===== src/rtl/alu_seq_pkg.sv =====
// Shared definitions for the ALU16 multiply/divide sequencer: FSM states,
// operation encodings and the default iteration count.
package alu_seq_pkg;

  localparam int ITER_CNT = 16;

  localparam logic OP_MUL = 1'b0;
  localparam logic OP_DIV = 1'b1;

  typedef enum logic [2:0] {
    ST_IDLE,
    ST_MUL_ITER,
    ST_DIV_ITER,
    ST_DIV_FIX,
    ST_DONE
  } seq_state_e;

endpackage


===== src/rtl/rca_muldiv_seq.sv =====
// Time-shares the ALU's single (WIDTH+1)-bit ripple-carry adder to run signed
// radix-2 Booth multiply and unsigned non-restoring divide, one add per cycle.
module rca_muldiv_seq
  import alu_seq_pkg::*;
#(
  parameter int WIDTH = ITER_CNT
) (
  input  logic             clk,
  input  logic             rst,
  input  logic             start,
  input  logic             op_div,
  input  logic [WIDTH-1:0] a,
  input  logic [WIDTH-1:0] b,
  output logic             busy,
  output logic             done,
  output logic [WIDTH-1:0] result_hi,
  output logic [WIDTH-1:0] result_lo,
  output logic             div_by_zero,
  output logic [WIDTH:0]   add_x,
  output logic [WIDTH:0]   add_y,
  output logic             add_ci,
  input  logic [WIDTH:0]   add_z
);

  localparam int CW = (WIDTH > 1) ? $clog2(WIDTH) : 1;
  localparam logic [CW-1:0] LAST = CW'(WIDTH - 1);

  seq_state_e       r_state;
  logic [WIDTH:0]   r_a;
  logic [WIDTH-1:0] r_q;
  logic             r_qm1;
  logic [WIDTH:0]   r_m;
  logic [CW-1:0]    r_cnt;
  logic             r_busy;
  logic             r_done;
  logic             r_dbz;
  logic [WIDTH-1:0] r_res_hi;
  logic [WIDTH-1:0] r_res_lo;

  logic [WIDTH:0]   w_add_x;
  logic [WIDTH:0]   w_add_y;
  logic             w_add_ci;

  // Adder operand steering; IDLE/DONE leave the adder at 0+0+0.
  always_comb begin
    w_add_x  = '0;
    w_add_y  = '0;
    w_add_ci = 1'b0;
    case (r_state)
      ST_MUL_ITER: begin
        w_add_x = r_a;
        case ({r_q[0], r_qm1})
          2'b01:   w_add_y = r_m;
          2'b10: begin
            w_add_y  = ~r_m;
            w_add_ci = 1'b1;
          end
          default: w_add_y = '0;
        endcase
      end
      ST_DIV_ITER: begin
        w_add_x = {r_a[WIDTH-1:0], r_q[WIDTH-1]};
        if (!r_a[WIDTH]) begin
          w_add_y  = ~r_m;
          w_add_ci = 1'b1;
        end else begin
          w_add_y = r_m;
        end
      end
      ST_DIV_FIX: begin
        // Negative partial remainder needs one restoring add; otherwise pass A through.
        w_add_x = r_a;
        w_add_y = r_a[WIDTH] ? r_m : '0;
      end
      default: ;
    endcase
  end

  assign add_x       = w_add_x;
  assign add_y       = w_add_y;
  assign add_ci      = w_add_ci;
  assign busy        = r_busy;
  assign done        = r_done;
  assign div_by_zero = r_dbz;
  assign result_hi   = r_res_hi;
  assign result_lo   = r_res_lo;

  always_ff @(posedge clk) begin
    if (rst) begin
      r_state  <= ST_IDLE;
      r_a      <= '0;
      r_q      <= '0;
      r_qm1    <= 1'b0;
      r_m      <= '0;
      r_cnt    <= '0;
      r_busy   <= 1'b0;
      r_done   <= 1'b0;
      r_dbz    <= 1'b0;
      r_res_hi <= '0;
      r_res_lo <= '0;
    end else begin
      case (r_state)
        ST_IDLE, ST_DONE: begin
          r_done <= 1'b0;
          if (start) begin
            r_dbz <= 1'b0;
            r_a   <= '0;
            r_q   <= a;
            r_qm1 <= 1'b0;
            r_cnt <= '0;
            r_m   <= (op_div == OP_DIV) ? {1'b0, b} : {b[WIDTH-1], b};
            if (op_div == OP_DIV && b == '0) begin
              r_state  <= ST_DONE;
              r_done   <= 1'b1;
              r_dbz    <= 1'b1;
              r_res_hi <= a;
              r_res_lo <= '1;
            end else begin
              r_state <= (op_div == OP_DIV) ? ST_DIV_ITER : ST_MUL_ITER;
              r_busy  <= 1'b1;
            end
          end else begin
            r_state <= ST_IDLE;
          end
        end
        ST_MUL_ITER: begin
          // Arithmetic shift right of {sum, Q, Qm1}.
          r_a   <= {add_z[WIDTH], add_z[WIDTH:1]};
          r_q   <= {add_z[0], r_q[WIDTH-1:1]};
          r_qm1 <= r_q[0];
          r_cnt <= r_cnt + 1'b1;
          if (r_cnt == LAST) begin
            r_state  <= ST_DONE;
            r_busy   <= 1'b0;
            r_done   <= 1'b1;
            r_res_hi <= add_z[WIDTH:1];
            r_res_lo <= {add_z[0], r_q[WIDTH-1:1]};
          end
        end
        ST_DIV_ITER: begin
          r_a   <= add_z;
          r_q   <= {r_q[WIDTH-2:0], ~add_z[WIDTH]};
          r_cnt <= r_cnt + 1'b1;
          if (r_cnt == LAST) r_state <= ST_DIV_FIX;
        end
        ST_DIV_FIX: begin
          r_a      <= add_z;
          r_state  <= ST_DONE;
          r_busy   <= 1'b0;
          r_done   <= 1'b1;
          r_res_hi <= add_z[WIDTH-1:0];
          r_res_lo <= r_q;
        end
        default: r_state <= ST_IDLE;
      endcase
    end
  end

endmodule


===== config.mk =====
export PLATFORM = sky130hd
export DESIGN_NAME = rca_muldiv_seq
export DESIGN_NICKNAME = d
export VERILOG_FILES = /design/src/rtl/alu_seq_pkg.sv /design/src/rtl/rca_muldiv_seq.sv
export SDC_FILE = /design/constraint.sdc
export NUM_CORES = 1
export LEC_CHECK = 0
export ABC_AREA = 1
export CORE_MARGIN = 10
export CORE_UTILIZATION = 40
export CTS_BUF_LIST = sky130_fd_sc_hd__clkbuf_8 sky130_fd_sc_hd__clkbuf_16
export DETAILED_ROUTE_END_ITERATION = 12
export PLACE_DENSITY = 0.76
export REMOVE_ABC_BUFFERS = 1
export SYNTH_ARGS = -nofsm -noshare
export SYNTH_HDL_FRONTEND = slang
export SYNTH_SLANG_ARGS = --single-unit

===== constraint.sdc =====
create_clock -name clk -period 2.8 [get_ports clk]
set_clock_uncertainty 0.1 [all_clocks]
set_input_delay 0.42 -clock clk [delete_from_list [all_inputs] [get_ports clk]]
set_output_delay 0.42 -clock clk [all_outputs]
set_load 0.05 [all_outputs]

======== After elaboration in Yosys (flattened, before gate mapping) ========
Cells that the tools add are included.
storage, ports and cells
  flip-flop bits (word level) ............. 93
  input port bits ......................... 53
  output and inout port bits .............. 70
  logic and storage cells ................. 86
cells by class
  add/sub/neg operators ................... 1
  equality and inequality tests ........... 12
  multiplexer cells ....................... 39
  bitwise gates (word level) .............. 2
  reduce and logical (&&, ||, !) cells .... 21
operator list
  operator               count
  $pmux W16 S3           3
  $mux W16               7
  $pmux W17 S3           2
  $mux W17               4
  $pmux W17 S2           2
  $not A17 Y17           1
  $logic_not A16 Y1      1
  $reduce_and A2 Y1      7
  $mux W3                4
  $pmux W3 S4            1
  $ne A2 B2 Y1 const B   5
  $mux W1                9
  $reduce_bool A3 Y1     3
  $pmux W4 S2            1
  $reduce_and A4 Y1      2
  $reduce_or A2 Y1       4
  $eq A3 B2 Y1 const B   2
  $pmux W1 S3            2
  $add A4 B1 Y4 const B  1
  $eq A4 B4 Y1 const B   1
  $mux W4                1
  $pmux W1 S2            2
  $reduce_bool A2 Y1     2
  $eq A3 B1 Y1 const B   1
  other kinds (7)        7

======== Longest topological paths before layout ========
  word-level depth ........................ 5
  mapped depth ............................ 11
  mapped depth without buffers ............ 11

======== Least setup slack after synthesis ========
No wires, ideal clock.
  path kind ............................... register to output
  from .................................... register r_state[1]
  to ...................................... output add_ci
  arrival ................................. 1.978 ns
  path slack .............................. 0.302 ns
  stages on the path, launching flop included .. 6
  buffers on the path ..................... 1
  cell sequence ........................... dfxtp_1 > inv_2 > nor2_4 > nand2_2 > clkbuf_1 > o21ai_0
between the ends
  cells in the longest elaborated chain, start to end .. 2
  elaborated cells on any way between the ends .. 3
RTL lines
  item                                          line                   text
  start: declaration                            rca_muldiv_seq.sv:28   seq_state_e r_state;
  start signal: assignment                      rca_muldiv_seq.sv:119  r_state <= (op_div == OP_DIV) ? ST_DIV_ITER : ST_MUL_ITER;
  $eq A3 B2 Y1 or $eq A3 B1 Y1 (tied branches)  rca_muldiv_seq.sv:49   case (r_state)
  $pmux W1 S2 *                                 rca_muldiv_seq.sv:49
  end: declaration                              rca_muldiv_seq.sv:21   output logic add_ci,
Mark *: on every way between the ends. The rest lies on a longest branch, timed or not.

======== Worst setup path after layout ========
  from .................................... register r_state[1]
  to ...................................... output add_y[11]
between the ends
  cells in the longest elaborated chain, start to end .. 2
  elaborated cells on any way between the ends .. 4
RTL lines
  item                                          line                  text
  $eq A3 B2 Y1 or $eq A3 B1 Y1 (tied branches)  rca_muldiv_seq.sv:49
  $pmux W17 S3 *                                rca_muldiv_seq.sv:49
  end: declaration                              rca_muldiv_seq.sv:20  output logic [WIDTH:0] add_y,
Marked as above.

==> metrics.md <==
| Metric | Value |
|---|---|
| CP arrival | 2.08 ns |
| Slew Limit Fails | 0 |
| Root Driver | clkbuf_16 |
| Post-Syn Instances | 772 |
| PortBufs | 122 |
| Gpl congestion | 0.874 |
| Critical path class | flop to output pin |
| Slew margin rel. | 50.8% |
| Post-synth top flop | dfxtp_1 |
| WL/cell | 16.0 um |
| Largest net degree at the start of global routing | 57 |
| Slew @ Worst Pin | 0.737 ns |
| Post-route clock period utilization | 92.7% |
| Flops & latches, synth | 93 |
| Yosys top cell area share | 36.5% |
| Syn-to-layout area delta | 40.3% |
| Worst slack at placement | 0.426 ns |
| CTS Sinks | 93 |
| Worst-case clock buffer depth | 2 |
| Number of synthesized flops with an enable pin | 0 |
| Synth warn | 0 |
| Dpl hpwl | 11800 um |
| PwrDens | 745 mW/mm^2 |
| Hold Crit Class | flop to flop |
| Area leader, netlist | dfxtp_1 |
| Via count | around 5700 |
| Worst Path Max Fanout | 21 |
| Layout cells sized above 1 | 9.47% |
| Syn_area_per_cell | 6.62 um^2 |
| Antenna viol nets, final | 0 |
| Tmin final | about 2.6 ns |
| Core Region | 0.0126 mm^2 |
| Leading post-synthesis cells by cell area | dfxtp_1 36%, a21oi_1 12%, nand2_1 10% |
| Status | finished clean |
| CTS clock-pin slew for the worst setup and hold paths | about 0.070 ns |
| Starting Density | 40.6% |
| Ports | 123 |
| Hold depth | 2 |
| Vias per inst | 5.40 |
| Fin util | 57.0% |
| Final WL | 16800 um |
| Worst-case vdd ir drop | 0.338 mV |
| GRT Util Overall | 18.4% |
| Pleak | between 2 and 3 nW |
| Die X | 133 um |
| Most frequent cells in the layout | 140 x nand2_1, 125 x a21oi_1, 105 x nor2_1 |
| Nets | 942 |
| Crit start category | flop |
| Setup TNS | 0 ns |
| First-pass GRT wire length | between 20000 and 30000 um |
| Final WS setup | 0.205 ns |
| Vias in the first global route | between 5000 and 6000 |
| Cells on worst reg2reg path | 10 |
| CP Capture Type | output pin |
| Unique masters post-synth | 26 |
| Fillers | 1180 |
| Cell row count | 41 |
| Detailed Route Iter0 Violations | 560 |
| CTS tree | yes |
| Later-pin clock latency in the skew report | 0.35 ns |
| Max-Cap Viols | 0 |
| Global route overflow | 0 |
| Setup violators final | 0 |
| Tot Pwr | 5.34 mW |
| Pre-antenna DRT Iters | 5 |
| Die Y | roughly 130 um |
| H-tree levels | 3 |
| Die area | 0.0177 mm^2 |
| Inserted Clock Buffers | 9 |
| Residual DRC | 0 |
| RSZ-0062 raised after global routing | no |
| Post-CTS Setup Repair Bufs | 0 |
| Post-synthesis sequential area ratio | a little over a third |
| Fmax | 0.385 GHz |
| Initial antenna violation count | 2 |
| Commonest non-fill, non-tap cell in the layout | nand2_1 |
| Async SR Flop Fraction | 0% |
| Hold buffers post-CTS | 0 |
| # resized after CTS | 0 |
| Post-Syn Area | 0.00511 mm^2 |
| Worst endpoint required time | 2.28 ns |
| Final hold violations | 0 |
[kinds of logic (layout without fill, tap and decap cells)]
kind of cell,after synthesis,in the layout,synth area share (%)
AOI/OAI and AO/OA,259,259,27.5
DFF,93,93,36.5
buffers and inverters,113,217,9.14
adders and majority gates,18,18,4.41
and+or+nand+nor,289,289,22.5
other,0,2,0
[state kept, by name, summed over array words and instances (netlist names), 3 cells and up]
register   cells
r_m           17
result_lo     16
r_a           17
result_hi     16
r_state        3
r_cnt          4
r_q           16
[metrics by stage]
step / instance area, um^2 / cells / hold slack (ns)
2_1_floorplan: 4860 / 717 / 0.339
3_3_place_gp: 6850 / 1032 / 0.351
3_5_place_dp: 6850 / 1032 / 0.355
4_1_cts: 7160 / 1048 / 0.365
5_1_grt: 7170 / 1050 / 0.380
6_report: 7170 / 1050 / 0.366
[critical path: stages (launching register included)]
cell,delay [ns]
dfxtp_1,0.36
inv_2,0.12
nor2_4,0.10
nand2_1,0.07
inv_1,0.55
nand2_1,0.11
o211ai_1,0.22
buf_12,0.19
[power by group]
group          switching [mW]  total, mW  internal [mW]
logic                    1.50       2.34          0.833
clock network           0.541       1.32          0.780
registers               0.142       1.68           1.54
total                    2.19       5.34           3.15
[synth_stat cells, types with 2 or more instances]
cell type,n
dfxtp_1,93
inv_2,6
o21ai_1,3
a21oi_1,125
buf_4,2
buf_1,6
nand2_1,141
buf_2,22
nand2_2,3
a22oi_1,3
o22ai_1,36
o211ai_1,16
o21ai_0,68
inv_1,51
a31oi_1,6
ha_1,18
nand3_1,37
nor2_1,105
clkbuf_1,24
[layout make-up]
type / count / area, um^2 / area share (%)
multi-input combinational: 566 / 2790 / 38.9
sequential: 93 / 1860 / 26.0
timing repair buffer: 143 / 1770 / 24.6
clock buffer: 9 / 225 / 3.14
inverter: 58 / 218 / 3.04
tap: 172 / 215 / 3.00
clock inverter: 7 / 90.1 / 1.26
antenna: 2 / 5.00 / 0.0698
[layer usage]
layer  up-vias  share of wire (%)  global-route usage (%)  wire length [um]
met1      2583                 43                    23.6              7220
met5         -                  0                       0                 0
met3        31                7.4                    3.29              1240
met4         0                2.9                    7.52               488
li1       2821                  -                       -                 -
met2       239                 47                    29.6              7900
[worst paths after layout]
path	end	slack, ns	startpoint
worst max-delay path	add_y[11]	0.20	r_state[1]
worst min-delay path	r_a[3]	0.37	r_a[3]
worst max register to register	r_q[10]	0.42	r_state[1]
worst min register to register	r_a[3]	0.37	r_a[3]
Power figures use the tool's default switching activity.
==> variant 1: new RTL, config.mk and constraints unchanged <==
Set the package constant `ITER_CNT` to 8 (it was 16).
--- a/src/rtl/alu_seq_pkg.sv
+++ b/src/rtl/alu_seq_pkg.sv
@@ -2,7 +2,7 @@
 // operation encodings and the default iteration count.
 package alu_seq_pkg;
 
-  localparam int ITER_CNT = 16;
+  localparam int ITER_CNT = 8;
 
   localparam logic OP_MUL = 1'b0;
   localparam logic OP_DIV = 1'b1;
Ports: changed (7 resized); port bits go from 123 to 67. No check against the original RTL was run, so the function may have changed too.
==> variant 1 against the original RTL <==
Die area is 36% lower; worst setup slack worse by 0.0080 ns; cell area is 46% lower; wire length is 49% lower; first-iteration DRC count is 62% lower; fmax is 0.31% lower; power is 52% lower; clock power is 67% lower; core utilization is 4.0 points lower; global-route usage is 3.5 points lower; sequential cell count is 41 lower; area after synthesis is 42% lower; register-to-register slack better by 0.27 ns.
==> variant 1: results (changes against the original RTL) <==
| Metric | Value |
|---|---|
| Status | finished, final reports clean (unchanged) |
| First-pass DRT Iterations | 5 (unchanged) |
| Largest net degree at the start of global routing | 33 (was 57) |
| CTS max path bufs | 2 (unchanged) |
| Asr flop ratio synth | 0% (unchanged) |
| Hold Crit Class | reg -> reg (unchanged) |
| Sequential area share after synthesis | 35.0% (was 36.5%) |
| Port bufs | 66 (was 122) |
| Vias per cell | 5.35 (was 5.40) |
| Leak pwr | 0.00160 uW (was 0.00288 uW) |
| Pre-CTS setup slack | 0.265 ns (was 0.426 ns) |
| First-pass GRT wire length | 14000 um (was 27100 um) |
| N_diodes | 0 (was 2) |
| Layout cells sized above 1 | 9.76% (was 9.47%) |
| Global routing's busiest layer | met2 (unchanged) |
| CTS Buf Count | 5 (was 9) |
| 1st-iter DRT viols | 214 (was 560) |
| DP Area | 0.00375 mm^2 (was 0.00685 mm^2) |
| Synth cell count leaders | nand2_1, nor2_1, a21oi_1, dfxtp_1, o21ai_0 (was nand2_1, a21oi_1, nor2_1, dfxtp_1, o21ai_0) |
| Initial antenna violation count | 0 (was 2) |
| GP Congestion | 0.850 (was 0.874) |
| Top cells by area, synth | dfxtp_1, a21oi_1, nand2_1, nor2_1, o21ai_0 (unchanged) |
| H-tree levels | 2 (was 3) |
| CTS Root Cell | clkbuf_8 (was clkbuf_16) |
| Distinct cells, synth | 28 (was 26) |
| Worst IR drop on VDD | 0.315 mV (was 0.338 mV) |
| Total GRT Usage | 14.9% (was 18.4%) |
| Routing usage on met1 | 18.3% (was 23.6%) |
| GR Util met2 | 24.3% (was 29.6%) |
| Synth Flop Type | dfxtp_1 (unchanged) |
| Post-DP HPWL | 6430 um (was 11800 um) |
| Slew @ Worst Pin | 0.713 ns (was 0.737 ns) |
| Final wirelength | 8660 um (was 16800 um) |
| CTS clock-pin slew for the worst setup and hold paths | 0.10 ns (was 0.07 ns) |
| Met3 Track Usage GR | 3.62% (was 3.29%) |
| CP Max Fanout | 20 (was 21) |
| Arrival @ worst endpoint | 2.08 ns (about the same) |
| Vias in the first global route | 2961 (was 5200) |
| Layout net count | 541 (was 942) |
| Ys Warns | 0 (unchanged) |
| Clk_lat worst skew | 0.31 ns (was 0.35 ns) |
| Regs by FF count | r_a x9, r_m x9 (was r_a x17, r_m x17) |
-- variant 1: cell count changes after synthesis, moves of 15 or more --
cell | before | now
buf_2 | 22 | 7
nor2_1 | 105 | 71
inv_1 | 51 | 35
o21ai_0 | 68 | 40
dfxtp_1 | 93 | 52
nand2_1 | 141 | 81
clkbuf_1 | 24 | 7
o22ai_1 | 36 | 8
a21oi_1 | 125 | 64
-- variant 1: critical path, stage by stage, from the launching register on --
cell,delay [ns]
dfxtp_2,0.48
inv_1,0.15
nor2_4,0.27
nand2_4,0.22
a21oi_1,0.17
o21ai_0,0.11
o211ai_1,0.18
buf_12,0.18
-- variant 1: kinds of logic after synthesis --
logic type / synth area share (%)
and+or+nand+nor: 28.1
buffers and inverters: 9.52
adders and majority gates: 4.63
DFF: 35.0
AOI/OAI and AO/OA: 22.7
-- variant 1: what timing repair did --
| action | CTS | global route |
|---|---|---|
| buffers inserted | 0 | 0 |
| endpoints found under the hold margin | 0 | 0 |
| resized for setup | 1 | 1 |
| setup endpoints to repair | 8 | 8 |
-- variant 1: layer usage --
metal  wire length (um)  vias up
met4                159        0
met3                715       13
met1               3830     1482
met2               3960      130
met5                  0        -
li1                   -     1590
-- variant 1: final timing paths --
check / startpoint / depth (start not counted) / end / slack (ns)
worst min register to register: r_a[2] / 2 / r_a[2] / 0.37
worst max-delay path: r_state[0] / 7 / add_y[0] / 0.20
worst min-delay path: r_a[2] / 2 / r_a[2] / 0.37
worst max register to register: r_state[1] / 8 / result_hi[6] / 0.69
-- variant 1: area by class of cell --
cell class                 count  area [um^2]
clock inverter                 3         20.0
multi-input combinational    331         1650
clock buffer                   5         68.8
fill                         710         3410
inverter                      40          150
tap                           99          124
timing repair buffer          71          788
sequential                    52         1040
-- variant 1: power breakdown --
part	leakage, uW	switching, uW	internal [uW]	total (uW)
sequential	0.000427	88.3	852	941
combinational	0.00113	767	410	1180
clock	0.0000455	257	175	431
-- variant 1: through the flow --
step / util [%] / hold slack, ns / instances / total power (uW)
after floorplan: - / 0.333 / 423 / 1680
after global placement: 51.7 / 0.351 / 593 / 2100
after detailed placement: 51.7 / 0.356 / 593 / 2130
after CTS: 52.9 / 0.371 / 601 / 2550
after global routing: 53.0 / 0.390 / 601 / 2700
final: 53.0 / 0.371 / 601 / 2550
==> variant 2: new RTL, config.mk and constraints unchanged <==
Without the edit above. Reset style: asynchronous (`rst`), changed in one clocked block.
--- a/src/rtl/rca_muldiv_seq.sv
+++ b/src/rtl/rca_muldiv_seq.sv
@@ -85,7 +85,7 @@
   assign result_hi   = r_res_hi;
   assign result_lo   = r_res_lo;
 
-  always_ff @(posedge clk) begin
+  always_ff @(posedge clk or posedge rst) begin
     if (rst) begin
       r_state  <= ST_IDLE;
       r_a      <= '0;
Check against the original RTL: differs if rst is asserted again (counterexample within 4 cycles, from zero or initial values and one cycle with rst high); with rst held inactive, the same outputs for 4 cycles.
==> variant 2 against the original RTL <==
Via count decreased by 6.0%; cell count decreased by 5.7%; count of clock-buffer cells in the layout grew 1; sequential share of layout area increased by 5.8 points; sequential cell count did not move; cell area increased by 2.1%; area after synthesis up 3.7%; hold slack better by 0.0073 ns; wire length up 0.44%; worst setup slack got worse by 0.15 ns; die area increased by 3.1%.
Power is not compared: it rests on default switching activity, and its combinational part moved more than twofold at a synthesized area within 25%.
==> variant 2: results (changes against the original RTL) <==
| Metric | Value |
|---|---|
| Status | finished, final reports clean (unchanged) |
| Final-layout clock buffer total | 10 (was 9) |
| First-pass GRT wire length | 27000 um (was 27100 um) |
| Met3 Track Usage GR | 3.45% (was 3.29%) |
| Compound-Gate Fraction of Synth Area | 16.8% (was 27.5%) |
| Post-DP HPWL | 12300 um (was 11800 um) |
| Initial antenna violation count | 0 (was 2) |
| Distinct cells, synth | 22 (was 26) |
| WL met3 | 1190 um (was 1240 um) |
| Fill cells | 1135 (was 1180) |
| Synth cell count leaders | nand2_1, dfrtp_1, nand3_1, o211ai_1, inv_1 (was nand2_1, a21oi_1, nor2_1, dfxtp_1, o21ai_0) |
| Critical path's largest stage delay | 0.44 ns (was 0.55 ns) |
| Via count | 5331 (was 5674) |
| GR Util met2 | 29.7% (was 29.6%) |
| HP Start | result_hi[15] (was r_a[3]) |
| Non-clk buf share | 23.3% (was 24.6%) |
| Syn avg cell area | 7.54 um^2 (was 6.62 um^2) |
| Routing usage on met1 | 24.1% (was 23.6%) |
| Arrival @ worst endpoint | 2.23 ns (was 2.08 ns) |
| Register Area | 0.00233 mm^2 (was 0.00186 mm^2) |
| 1st-iter DRT viols | 823 (was 560) |
| FF-to-FF Start | r_state[2] (was r_state[1]) |
| CP Max Fanout | 22 (was 21) |
| Pre-CTS setup slack | 0.308 ns (was 0.426 ns) |
| Largest net degree at the start of global routing | 43 (was 57) |
| Total GRT Usage | 18.1% (was 18.4%) |
| Worst-path cell with the longest stage delay | dfrtp_1 (was inv_1) |
| Non-clock inverters | 44 (was 58) |
| Clk cell area share | 3.88% (was 4.40%) |
| Top cells by area, synth | dfrtp_1, nand2_1, o211ai_1, nand3_1, ha_1 (was dfxtp_1, a21oi_1, nand2_1, nor2_1, o21ai_0) |
| Largest family of logic cells by synthesized area | simple AND/OR/NAND/NOR gates (was compound AO/OA/AOI/OAI gates) |
| Final wirelength | 16900 um (was 16800 um) |
| Vias per cell | 5.38 (was 5.40) |
| Worst slew margin | 47.9% (was 50.8%) |
| DP Area | 0.00703 mm^2 (was 0.00685 mm^2) |
| Layout net count | 884 (was 942) |
| Fraction of area in multi-input gates | 35.8% (was 38.9%) |
| Adder-cell area share of the yosys netlist | 4.25% (was 4.41%) |
| N_diodes | 0 (was 2) |
| DRT met1 WL | 7290 um (was 7220 um) |
| Asr flop ratio synth | 100% (was 0%) |
| Cell count after placement | 974 (was 1032) |
| Synth Flop Type | dfrtp_1 (was dfxtp_1) |
[variant 2: cell count changes after synthesis, moves of 7 or more]
cell	change
o211ai_1	+33
dfrtp_1	+93
nand2_1	+129
o22ai_1	-18
dfxtp_1	-93
nor2_1	-76
inv_1	-16
a21oi_1	-96
clkbuf_1	-13
o21ai_1	+7
o21ai_0	-37
nand3_1	+13
[variant 2: path summary, 6_finish.rpt]
| path | endpoint | slack (ns) | cells past startpoint |
|---|---|---|---|
| worst max-delay path | add_x[13] | 0.05 | 5 |
| worst min-delay path | result_hi[15] | 0.37 | 2 |
| worst max register to register | result_lo[2] | 0.37 | 9 |
| worst min register to register | result_hi[15] | 0.37 | 2 |
| max in group asynchronous | result_lo[0] | 1.57 | 3 |
| min in group asynchronous | result_hi[14] | 0.39 | 2 |
[variant 2: worst register-to-register path, delay by kind of cell (launching register included)]
kind / cells / cell delay, ns
buffers and inverters: 2 / 0.54
AND/OR/NAND/NOR: 7 / 1.23
flip-flops: 1 / 0.46
